**src/rtl/pc_sequencer.sv**
```systemverilog
// Next-PC sequencer: selects PC_In/Enable from redirects, stall and debug run/step state; keeps exec counters.
// Latency: PC_In/Enable combinational (redirects take effect on the same edge); Flush_IF/Halted/counters registered.
// Backpressure: Stall holds Enable low; redirects seen while stalled are buffered and applied on the first advance.
module pc_sequencer #(
   parameter logic [31:0] RESET_PC = 32'h0000_0000
) (
   input  logic        Clock,
   input  logic        Reset,
   input  logic [31:0] PCResult,
   input  logic        Stall,
   input  logic        Branch_Taken,
   input  logic [31:0] Branch_Target,
   input  logic        Jump,
   input  logic [31:0] Jump_Target,
   input  logic        Halt_Instr,
   input  logic        Dbg_Run,
   input  logic        Dbg_Step,
   input  logic        Dbg_Stop,
   output logic [31:0] PC_In,
   output logic        Enable,
   output logic        Flush_IF,
   output logic        Halted,
   output logic [31:0] Instr_Count,
   output logic [31:0] Cycle_Count
);

   localparam logic [1:0] S_IDLE   = 2'd0;
   localparam logic [1:0] S_RUN    = 2'd1;
   localparam logic [1:0] S_STEP   = 2'd2;
   localparam logic [1:0] S_HALTED = 2'd3;

   logic [1:0]  state_q, state_d;
   logic        pend_valid_q, pend_valid_d;
   logic [31:0] pend_target_q, pend_target_d;
   logic        flush_q, flush_d;
   logic        halted_q, halted_d;
   logic [31:0] icnt_q, icnt_d;
   logic [31:0] ccnt_q, ccnt_d;

   logic        active;
   logic        advance;
   logic        redir_vld;
   logic [31:0] redir_tgt;

   // Fetch qualification and redirect selection (jump beats branch, word aligned)
   always_comb begin
      active    = (state_q == S_RUN) || (state_q == S_STEP);
      advance   = active && !Stall && !Halt_Instr;
      redir_vld = Jump || Branch_Taken;
      redir_tgt = Jump ? (Jump_Target & ~32'h3) : (Branch_Target & ~32'h3);
   end

   // Next PC: new redirect, else buffered redirect, else sequential
   always_comb begin
      if (redir_vld) begin
         PC_In = redir_tgt;
      end else if (pend_valid_q) begin
         PC_In = pend_target_q;
      end else begin
         PC_In = PCResult + 32'd4;
      end
      Enable = advance;
   end

   // Debug-controlled run state; HALTED is left only through reset
   always_comb begin
      state_d = state_q;
      case (state_q)
         S_IDLE: begin
            if (Dbg_Run) begin
               state_d = S_RUN;
            end else if (Dbg_Step) begin
               state_d = S_STEP;
            end
         end
         S_RUN: begin
            if (Halt_Instr) begin
               state_d = S_HALTED;
            end else if (Dbg_Stop) begin
               state_d = S_IDLE;
            end
         end
         S_STEP: begin
            if (Halt_Instr) begin
               state_d = S_HALTED;
            end else if (advance) begin
               state_d = S_IDLE;
            end
         end
         default: state_d = S_HALTED;
      endcase
   end

   // Pending redirect buffer, flush request and counters
   always_comb begin
      pend_valid_d  = pend_valid_q;
      pend_target_d = pend_target_q;
      if (advance) begin
         pend_valid_d = 1'b0;
      end else if (redir_vld) begin
         pend_valid_d  = 1'b1;
         pend_target_d = redir_tgt;
      end
      flush_d  = advance && (redir_vld || pend_valid_q);
      halted_d = (state_d == S_HALTED);
      icnt_d   = advance ? icnt_q + 32'd1 : icnt_q;
      ccnt_d   = active  ? ccnt_q + 32'd1 : ccnt_q;
   end

   // State registers; reset arms a pending redirect to RESET_PC for the first fetch
   always_ff @(posedge Clock or negedge Reset) begin
      if (!Reset) begin
         state_q       <= S_IDLE;
         pend_valid_q  <= 1'b1;
         pend_target_q <= RESET_PC;
         flush_q       <= 1'b0;
         halted_q      <= 1'b0;
         icnt_q        <= 32'd0;
         ccnt_q        <= 32'd0;
      end else begin
         state_q       <= state_d;
         pend_valid_q  <= pend_valid_d;
         pend_target_q <= pend_target_d;
         flush_q       <= flush_d;
         halted_q      <= halted_d;
         icnt_q        <= icnt_d;
         ccnt_q        <= ccnt_d;
      end
   end

   assign Flush_IF    = flush_q;
   assign Halted      = halted_q;
   assign Instr_Count = icnt_q;
   assign Cycle_Count = ccnt_q;

endmodule

```
**config.mk**
```make
export PLATFORM = sky130hd
export DESIGN_NAME = pc_sequencer
export DESIGN_NICKNAME = d
export VERILOG_FILES = /design/src/rtl/pc_sequencer.sv
export SDC_FILE = /design/constraint.sdc
export NUM_CORES = 1
export LEC_CHECK = 0
export CELL_PAD_IN_SITES_DETAIL_PLACEMENT = 2
export CELL_PAD_IN_SITES_GLOBAL_PLACEMENT = 2
export CORE_MARGIN = 1.5
export CORE_UTILIZATION = 26
export DETAILED_ROUTE_END_ITERATION = 10
export PLACE_DENSITY = 0.9
export SETUP_SLACK_MARGIN = 0.5
export SKIP_CTS_REPAIR_TIMING = 1
export SYNTH_ARGS = -nofsm -noshare
export SYNTH_HDL_FRONTEND = slang
export SYNTH_SLANG_ARGS = --single-unit
```
**constraint.sdc**
```tcl
create_clock -name Clock -period 3.4 [get_ports Clock]
set_clock_uncertainty 0.1 [all_clocks]
set_input_delay 0.68 -clock Clock [delete_from_list [all_inputs] [get_ports Clock]]
set_output_delay 0.68 -clock Clock [all_outputs]
set_load 0.02 [all_outputs]
```
==> flow_summary.ini <==
[setup_path]
end_kind = output port
path_buf_inv = 3
crit_required_ns = 2.62
path_common_cell = buf_6
crit_path_cell_trace = buf_6, and4_4, nand4_1, buf_6, or4_4, a32oi_4, buf_6
worst-r2r-cell-count = 8
r2r_end = Instr_Count[23]$_DFFE_PN0P_
arrival_ns = 2.39
r2r_start = state_q[1]$_DFF_PN0_
cp-startpoint = PCResult[13]
r2r_setup_slack_ns = 0.82
start_kind = primary input
worst-path-max-fanout = 8
worst-setup-path-type = in -> out
max_stage_delay_ns = 0.55
crit_slowest_cell = or4_4
path_delay_family = simple AND/OR/NAND/NOR gates

[synthesis]
ys_async_sr_fraction = 1.00
ys_ff_latch = 99
ys_types = 47
yosysSeqAreaShare = 0.424
netlist_area_um2 = 5840
synth_warnings = 0
synth_top_area_share = 0.420
avgSynthCellArea_um2 = 8.92
syn_nets = 767
ys.flop_type = dfrtp_1
synth_area_leaders = dfrtp_1 (42%), xnor2_1 (9.4%), nand2_1 (5.3%), o21ai_0 (5.0%), nand4_1 (4.3%)
synth_edf_count = 0
syn-instance-count = 655
yosysTopAreaCell = dfrtp_1

[floorplanning]
rows = 54
die_x_um = 153
fp.dieH_um = 153
coreArea_um2 = 22000
io_pins = 204
dieArea_um2 = 23400
start_util = 0.266

[routing]
route.vias.total = 6226
wl_um = 25100
ant_nets = 0
wl_per_cell_um = 21.0
drt_first_pass_iters = 8
drc = 16
drtIter0Drc = 230
via_per_inst = 5.21

[timing]
min_period_ns = 3.17
fmax_mhz = 315
fin_ws_ns = 0.227
fin_hold_ws_ns = 0.197
setup_viol = 0
hold_violations = 0
fin_crit_sh = 0.933
fin_tns_setup_ns = 0
worstMarginPinSlew_ns = 0.813
report.final.slew_viol_count = 0
rsz0062_at_grt = true
slew_headroom = 0.456

[cells_and_area]
final_common_cell = clkdlybuf4s50_1
areaGrowthSynthToFinish_pct = 59.1
drive_gt1_frac = 0.206
mostFrequentLayoutCells = clkdlybuf4s50_1 (138), dfrtp_1 (97), buf_4 (84), nand2_1 (81), xnor2_1 (61)
design_area_um2 = 9290
nets = 1020

[grt]
grt_use_total = 0.201
grt_max_degree = 61
first_global_vias = 6812
grt_pass1_wl_um = 37500
grt_overflow = 0
antenna_found_initial = 1

[clock_tree]
root_buffer = clkbuf_16
numCtsBuffers = 9
cts_sinks = 99
clk_latency_ns = 0.35
htreeDepth = 3
clk_pin_slew_ns = 0.08
cts_tree = built
cts_buffer_depth = 2

[outcome]
violations = DRC
outcome = finished, violations left

[placed_design]
pre_cts_ws_ns = -0.721
placed_area_um2 = 8760
gp_congestion = 0.842
port_buffers = 199
dp_hpwl_um = 18200

[pwr]
finalPower_mw = 4.07
p_leak_nw = 3.97
powerDensity_nw_per_um2 = 438
ir_drop_v = 0.000263

[run]
cap_violations = 0

[hold_path]
min_path_type = in -> async
power breakdown:
| part | leakage [nW] | internal [mW] | switching, mW |
|---|---|---|---|
| registers | 1.29 | 1.36 | 0.173 |
| clock network | 0.158 | 0.608 | 0.515 |
| logic | 2.52 | 0.641 | 0.770 |
worst max path at each step:
stage	depth (start not counted)	endpoint	slack (ns)
after floorplan	6	PC_In[25]	0.50
after global placement	6	PC_In[25]	-0.66
after detailed placement	6	PC_In[25]	-0.72
after CTS	6	PC_In[25]	-0.73
after global routing	7	PC_In[25]	0.20
final	7	PC_In[25]	0.23
cell usage after synthesis, types with 6 or more instances:
cell type / instances
a21oi_1: 25
inv_1: 25
a32oi_1: 11
nand4_1: 40
o22ai_1: 6
ha_1: 7
nor2_1: 18
nand3_1: 29
mux2i_1: 14
nor4_1: 9
and3_1: 13
o21a_1: 21
clkbuf_1: 31
o31ai_1: 9
dfrtp_1: 98
or4_1: 8
xnor2_1: 63
nand2_1: 83
nor3_1: 16
xor2_1: 9
o21ai_0: 58
and4_1: 8
cell type report:
type | instances | area, µm²
tap | 280 | 350
sequential | 99 | 2480
inverter | 26 | 101
clock buffer | 10 | 239
antenna | 1 | 2.50
multi-input combinational | 492 | 3400
timing repair buffer | 280 | 2640
clock inverter | 6 | 83.8
fill | 2381 | 12700
routing by layer:
metal | global-route usage | routed length [µm] | vias to the layer above
li1 | - | - | 2855
met1 | 0.243 | 10300 | 3161
met2 | 0.359 | 12700 | 170
met3 | 0.0448 | 1470 | 40
met4 | 0.0574 | 642 | 0
met5 | 0 | 0 | -
metrics by stage:
stage	util	std cells
after global routing	0.423	1194
after global placement	0.399	1171
after floorplan	-	655
final	0.423	1194
after detailed placement	0.399	1171
after CTS	0.414	1187
kinds of logic after synthesis:
family	share of synthesized area
flip-flops	0.424
XOR/XNOR	0.108
multiplexers	0.0278
adder cells (fa/ha/maj)	0.0150
buffers and inverters	0.0428
AO/OA/AOI/OAI	0.153
AND/OR/NAND/NOR	0.229
flip-flops by register name, indices dropped and copies added, names as in the netlist:
signal and cells:
Instr_Count 32, Flush_IF 1, pend_target_q 30, pend_valid_q 1, Cycle_Count 32, Halted 1
state_q 2
Note: power is estimated with default switching activity, not from simulation.
